--- config.mk ---
export PLATFORM = sky130hd
export DESIGN_NAME = grf_write_arbiter
export DESIGN_NICKNAME = d
export VERILOG_FILES = /design/src/rtl/grf_write_arbiter.sv
export SDC_FILE = /design/constraint.sdc
export NUM_CORES = 1
export LEC_CHECK = 0
export BUFFER_PORTS_ARGS = -buffer_cell sky130_fd_sc_hd__buf_2
export CAP_MARGIN = 25
export CORE_MARGIN = 2
export CORE_UTILIZATION = 56
export CTS_CLUSTER_DIAMETER = 30
export DETAILED_ROUTE_END_ITERATION = 10
export PLACE_DENSITY_LB_ADDON = 0.25
export SLEW_MARGIN = 20
export SYNTH_ARGS = -nofsm -noshare
export SYNTH_HDL_FRONTEND = slang
export SYNTH_SLANG_ARGS = --single-unit
--- constraint.sdc ---
create_clock -name clk -period 10.2 [get_ports clk]
set_input_delay 0.51 -clock clk [delete_from_list [all_inputs] [get_ports clk]]
set_output_delay 0.51 -clock clk [all_outputs]
set_load 0.05 [all_outputs]
--- src/rtl/grf_write_arbiter.sv ---
// Shares the register file's single write port between the writeback stage (fixed priority)
// and a small FIFO of mult/div results; also keeps a busy map that stalls decode on pending results.
module grf_write_arbiter #(
  parameter int DEPTH = 2
) (
  input  logic        clk,
  input  logic        reset,
  input  logic        pipe_we,
  input  logic [4:0]  pipe_a3,
  input  logic [31:0] pipe_data,
  input  logic [31:0] pipe_pc,
  input  logic        md_valid,
  output logic        md_ready,
  input  logic [4:0]  md_a3,
  input  logic [31:0] md_data,
  input  logic [31:0] md_pc,
  input  logic        md_issue,
  input  logic [4:0]  md_issue_a3,
  input  logic [4:0]  rd_a1,
  input  logic [4:0]  rd_a2,
  input  logic [4:0]  rd_a3,
  output logic        busy_stall,
  output logic        grf_we,
  output logic [4:0]  grf_a3,
  output logic [31:0] grf_data,
  output logic [31:0] grf_pc
);

  localparam int PW = (DEPTH > 1) ? $clog2(DEPTH) : 1;
  localparam int CW = PW + 1;

  // Result storage is never reset; only pointers, count and the busy map are control state.
  logic [4:0]    r_fifo_a3   [DEPTH];
  logic [31:0]   r_fifo_data [DEPTH];
  logic [31:0]   r_fifo_pc   [DEPTH];
  logic [PW-1:0] r_wptr;
  logic [PW-1:0] r_rptr;
  logic [CW-1:0] r_count;
  logic [31:0]   r_busy;

  logic          w_empty;
  logic          w_full;
  logic          w_push;
  logic          w_pop;
  logic [4:0]    w_head_a3;
  logic [31:0]   w_head_data;
  logic [31:0]   w_head_pc;
  logic [31:0]   w_busy_nxt;

  function automatic logic reg_pending(input logic [31:0] map, input logic [4:0] addr);
    return (addr != 5'd0) && map[addr];
  endfunction

  assign w_empty     = (r_count == '0);
  assign w_full      = (r_count == CW'(DEPTH));
  assign md_ready    = ~w_full;
  assign w_push      = md_valid & ~w_full;
  // Writeback always wins the port; the queue drains only on cycles writeback leaves free.
  assign w_pop       = ~pipe_we & ~w_empty;
  assign w_head_a3   = r_fifo_a3[r_rptr];
  assign w_head_data = r_fifo_data[r_rptr];
  assign w_head_pc   = r_fifo_pc[r_rptr];

  always_comb begin
    grf_we   = 1'b0;
    grf_a3   = 5'd0;
    grf_data = 32'd0;
    grf_pc   = 32'd0;
    if (pipe_we) begin
      grf_we   = 1'b1;
      grf_a3   = pipe_a3;
      grf_data = pipe_data;
      grf_pc   = pipe_pc;
    end else if (!w_empty) begin
      grf_we   = 1'b1;
      grf_a3   = w_head_a3;
      grf_data = w_head_data;
      grf_pc   = w_head_pc;
    end
  end

  // A new issue to the same register outranks the retiring older result.
  always_comb begin
    w_busy_nxt = r_busy;
    if (w_pop) begin
      w_busy_nxt[w_head_a3] = 1'b0;
    end
    if (md_issue && (md_issue_a3 != 5'd0)) begin
      w_busy_nxt[md_issue_a3] = 1'b1;
    end
    w_busy_nxt[0] = 1'b0;
  end

  assign busy_stall = reg_pending(r_busy, rd_a1) |
                      reg_pending(r_busy, rd_a2) |
                      reg_pending(r_busy, rd_a3);

  always_ff @(posedge clk) begin
    if (w_push && !reset) begin
      r_fifo_a3[r_wptr]   <= md_a3;
      r_fifo_data[r_wptr] <= md_data;
      r_fifo_pc[r_wptr]   <= md_pc;
    end
  end

  always_ff @(posedge clk) begin
    if (reset) begin
      r_wptr  <= '0;
      r_rptr  <= '0;
      r_count <= '0;
      r_busy  <= '0;
    end else begin
      r_busy <= w_busy_nxt;
      if (w_push) begin
        r_wptr <= r_wptr + PW'(1);
      end
      if (w_pop) begin
        r_rptr <= r_rptr + PW'(1);
      end
      case ({w_push, w_pop})
        2'b10:   r_count <= r_count + CW'(1);
        2'b01:   r_count <= r_count - CW'(1);
        default: r_count <= r_count;
      endcase
    end
  end

endmodule

-- Word level (Yosys, flattened, before mapping)
Memories as Yosys holds them, arrays and structs flattened. A register that Yosys moved wholly into a read port is not among the register bits.
Index checks and enable logic that the tools add are counted.
- bits in writable memories: 138
- memories kept: 3
- input bits: 163
- register bits after elaboration: 36
- memory list (name ; depth ; bits a word ; read ports ; clocked after Yosys merged registers in ; wr ports ; line ; source):
    r_fifo_data ; 2 ; 32 ; 1 ; 1 ; 1 ; 34 ; logic [31:0] r_fifo_data [DEPTH];
    r_fifo_pc ; 2 ; 32 ; 1 ; 1 ; 1 ; 35 ; logic [31:0] r_fifo_pc [DEPTH];
    r_fifo_a3 ; 2 ; 5 ; 1 ; 1 ; 1 ; 33 ; logic [4:0] r_fifo_a3 [DEPTH];
- $lt $le $gt $ge: 7
- reductions and logical operators: 14
- $add $sub $neg: 4
- equality and inequality tests: 3
- muxes and demuxes: 29
- bitwise logic cells: 10
- operator list (operator ; count):
    2-to-1 mux 32 bit ; 6
    AND 32 bit ; 1
    NOT 32 bit ; 1
    OR 32 bit ; 1
    < comparator 5 x 6 -> 1 bit (second input constant) ; 5
    nonzero test 5 bit ; 4
    binary-select mux 1 bit (select 5 bit) ; 3
    2-to-1 mux 1 bit ; 15
    demux 1 bit (select 5 bit) ; 2
    >= comparator 5 x 1 -> 1 bit (second input constant) ; 2
    2-to-1 mux 5 bit ; 2
    logical AND 1 bit ; 7
    equality test 2 bit (second input constant) ; 2
    case mux 2 bit (2 select lines) ; 1
    NOT 1 bit ; 3
    adder 1 bit (second input constant) ; 2
    adder 2 x 1 -> 2 bit (second input constant) ; 1
    AND 1 bit ; 2
    equality test 2 x 1 -> 1 bit (second input constant) ; 1
    logical NOT 2 bit ; 1
    OR 1 bit ; 2
    nonzero test 2 bit ; 1
    subtractor 2 x 1 -> 2 bit (second input constant) ; 1
    logical NOT 1 bit ; 1

-- Depth between registers and ports, before layout
- word-level depth: 9
- depth in mapped cells: 9

-- Worst setup path before layout
Ideal clock, no wire load.
- path kind: reg-to-reg
- start point: reg r_count[0]
- end point: mem r_fifo_a3[1][0] (enable)
- cell stages (with the launch flop): 4
- path buffers: 0
- path slack: 3.463 ns
- arrival: 6.142 ns
- required time: 9.605 ns
- library setup time: 0.595 ns
- path through: dfxtp_1 > nand2b_1 > nand2_1 > nor3b_1
- longest elaborated chain between the ends: 6
- ends and longest elaborated chain (item ; line ; source):
    start: declaration ; 38 ; logic [CW-1:0] r_count;
    start signal: assignment ; 121 ; 2'b10: r_count <= r_count + CW'(1);
    start signal: assignment ; 122 ; 2'b01: r_count <= r_count - CW'(1);
    start signal: assignment ; 123 ; default: r_count <= r_count;
    equality test 2 bit ; 55 ; assign w_full = (r_count == CW'(DEPTH));
    NOT 1 bit ; n/a ;
    net md_ready ; 13 ; output logic md_ready,
    AND 1 bit ; 57 ; assign w_push = md_valid & ~w_full;
    logical AND 1 bit ; 99 ; if (w_push && !reset) begin
    2-to-1 mux 1 bit ; 99 ;
    2-to-1 mux 1 bit (implied by the code) ; 100 ; r_fifo_a3[r_wptr] <= md_a3;
    end: declaration ; 33 ;
The timed path passes the listed nets, and every way through them passes these cells.

==> results.cfg <==
[worst_setup_path]
worst_setup_path_start_kind = register
critPathKind = register to primary output
crit_fanout = 43
cp.arrival_ns = 2.65
worst_ep_required_time_ns = 9.69
end_kind = primary output

[placed_design]
place_hpwl_mm = 13.4
io_buffer_count = 234
dpl_cell_area_um2 = 9240
dp.cells = 1038
place_congestion = 0.871

[yosys]
synthCells = 660
synth_flop_cell = edfxtp_1
synth-edff-count = 138
ys_top_cells_by_area = edfxtp_1 (52%), mux2i_1 (10%), dfxtp_1 (9.0%)
synth_warnings = 0
ys_seq_area_frac = 0.608
synth_nets = 824
yosysTopAreaCell = edfxtp_1
netlist_area_um2 = 8000
postSynthAreaPerCell_um2 = 12.1
async_flop_share = 0
yosysUniqueCellTypes = 51
ys_seq_elements = 174
synth_top_area_share = 0.518

[route]
drc = 0
ant_nets = 0
drt_first_pass_iters = 7
drt_wl_total_mm = 19.3
routed_via_density = 5.75
wire_per_inst_um = 18.0
dr_total_vias = 6154
drt_iter0_markers = 559

[timing]
finalCritPeriodShare = 0.310
rsz0062_at_grt = false
worst_pin_slew_ns = 0.878
tns_ns = 0
hold_viol = 0
setup_viol = 0
finalClockSkew_ns = 0.00597
post-route-min-period_ns = 3.16
clock.fmax_mhz = 317
slew_headroom = 0.415
maxSlewViolCount = 0

[global_routing]
grt_start_max_net_pins = 72
antenna_found_initial = 1
global_route.overflow_total = 0
grt_use_total = 0.260
first_global_vias = 6003
grt_pass1_wl_mm = 29.8

[final_layout]
finish.utilization = 0.705
finalInstanceArea_um2 = 9830
final_layout_size_suffix_gt1_frac = 0.329
syn2layout_area_growth_pct = 22.9
nets = 1041
finalNonFillerCells = 1071
layout_common_cells = buf_2 (234), edfxtp_1 (138), nand2_1 (120)
final_common_cell = buf_2

[outcome]
status = complete, no violations

[floorplan]
dieWidth_um = 124
initial_core_util = 0.574
die_y_um = 124
coreArea_um2 = 13900
fp-row-count = 43
die-area_um2 = 15300
pin_count = 235

[power_and_ir_drop]
p_total_mw = 2.16
vdd_drop_max_v = 0.000140
power_density_nw_per_um2 = 220
p_leak_nw = 3.79

[cts]
ctsHoldBuffers = 0
cts_num_sinks = 174
cts_tree = built
clk_latency_ns = 0.41
cts_max_level = 4
path_clk_slew_ns = 0.07
clk_path_buf_depth = 2
numCtsBuffers = 17
clock-root-buffer = clkbuf_16
ctsResizeCount = 0
post_cts_buffers = 0

[run]
cap_violations = 0

[hold_path]
min_path_type = input port to register
## sequential cells by signal, summed over array words and instances (netlist names), named ones only
signal / flops
r_fifo_data: 64
r_wptr: 1
r_busy: 31
r_fifo_a3: 10
r_rptr: 1
r_count: 2
r_fifo_pc: 64
## power by group
part | total (mW) | switching, mW | internal [mW]
clock | 0.634 | 0.270 | 0.364
combinational | 0.643 | 0.457 | 0.186
sequential | 0.882 | 0.0475 | 0.835
## worst max-delay path, cell delays in order (launching register included)
cell,delay [ns]
dfxtp_4,0.72
buf_4,0.69
mux2i_1,0.20
o21ai_0,0.28
buf_2,0.32
## cells in the mapped netlist, drive strengths merged, types with 2 or more instances
library cell and count:
o2bb2ai 2, nor2 15, o211ai 3, dfxtp 36
mux4 15, a21oi 37, clkbuf 25, or3 2
buf 16, edfxtp 138, xnor2 2, a32o 3
nor3 3, nand3 3, nand3b 3, mux2 6
mux2i 80, nor2b 8, inv 6, nand4b 2
a221o 2, nand4 2, nor3b 2, nand2b 7
o21ai 102, a211oi 2, nand2 120, xor2 2
## final cells by class
class | instances | area (µm²)
multi-input cells | 439 | 2920
fillers | 991 | 4110
repair buffers | 239 | 1210
well taps | 180 | 225
clock buffers | 17 | 425
diodes | 1 | 2.50
flip-flops and latches | 174 | 4870
clock inverters | 15 | 160
inverters | 6 | 22.5
## per-stage QoR
| stage | hold WS [ns] | setup slack, ns |
|---|---|---|
| CTS | 0.263 | 6.92 |
| global route | 0.265 | 6.88 |
| finish | 0.280 | 7.04 |
| global placement | 0.486 | 6.96 |
| floorplan | 0.469 | 3.46 |
| detailed placement | 0.506 | 6.80 |
## routing by layer
layer / GRT usage / share of wire / vias to the layer above
li1: - / - / 2896
met1: 0.326 / 0.39 / 2898
met2: 0.440 / 0.50 / 317
met3: 0.0498 / 0.076 / 43
met4: 0.112 / 0.027 / 0
met5: 0 / 0 / -
## cell families (layout without fill, tap and decap cells)
logic type | Yosys count | count (layout) | synth area share
other | 0 | 1 | 0
AOI/OAI and AO/OA | 160 | 160 | 0.110
muxes | 101 | 101 | 0.153
DFF | 174 | 174 | 0.608
and+or+nand+nor | 173 | 173 | 0.0942
buffers and inverters | 47 | 277 | 0.0288
xor gates and xnor gates | 4 | 4 | 0.00438
adders and majority gates | 1 | 1 | 0.00156
## path summary, 6_finish.rpt
path	startpoint	endpoint	slack, ns	cells past startpoint
worst max-delay path	register	grf_data[15]	7.04	4
worst min-delay path	md_pc[29]	r_fifo_pc[1][29]	0.28	1
worst max register to register	r_count[0]	r_fifo_data[0][14]	7.80	4
worst min register to register	r_busy[17]	r_busy[17]	0.52	2
No activity file was read; power rests on OpenSTA's default activity.
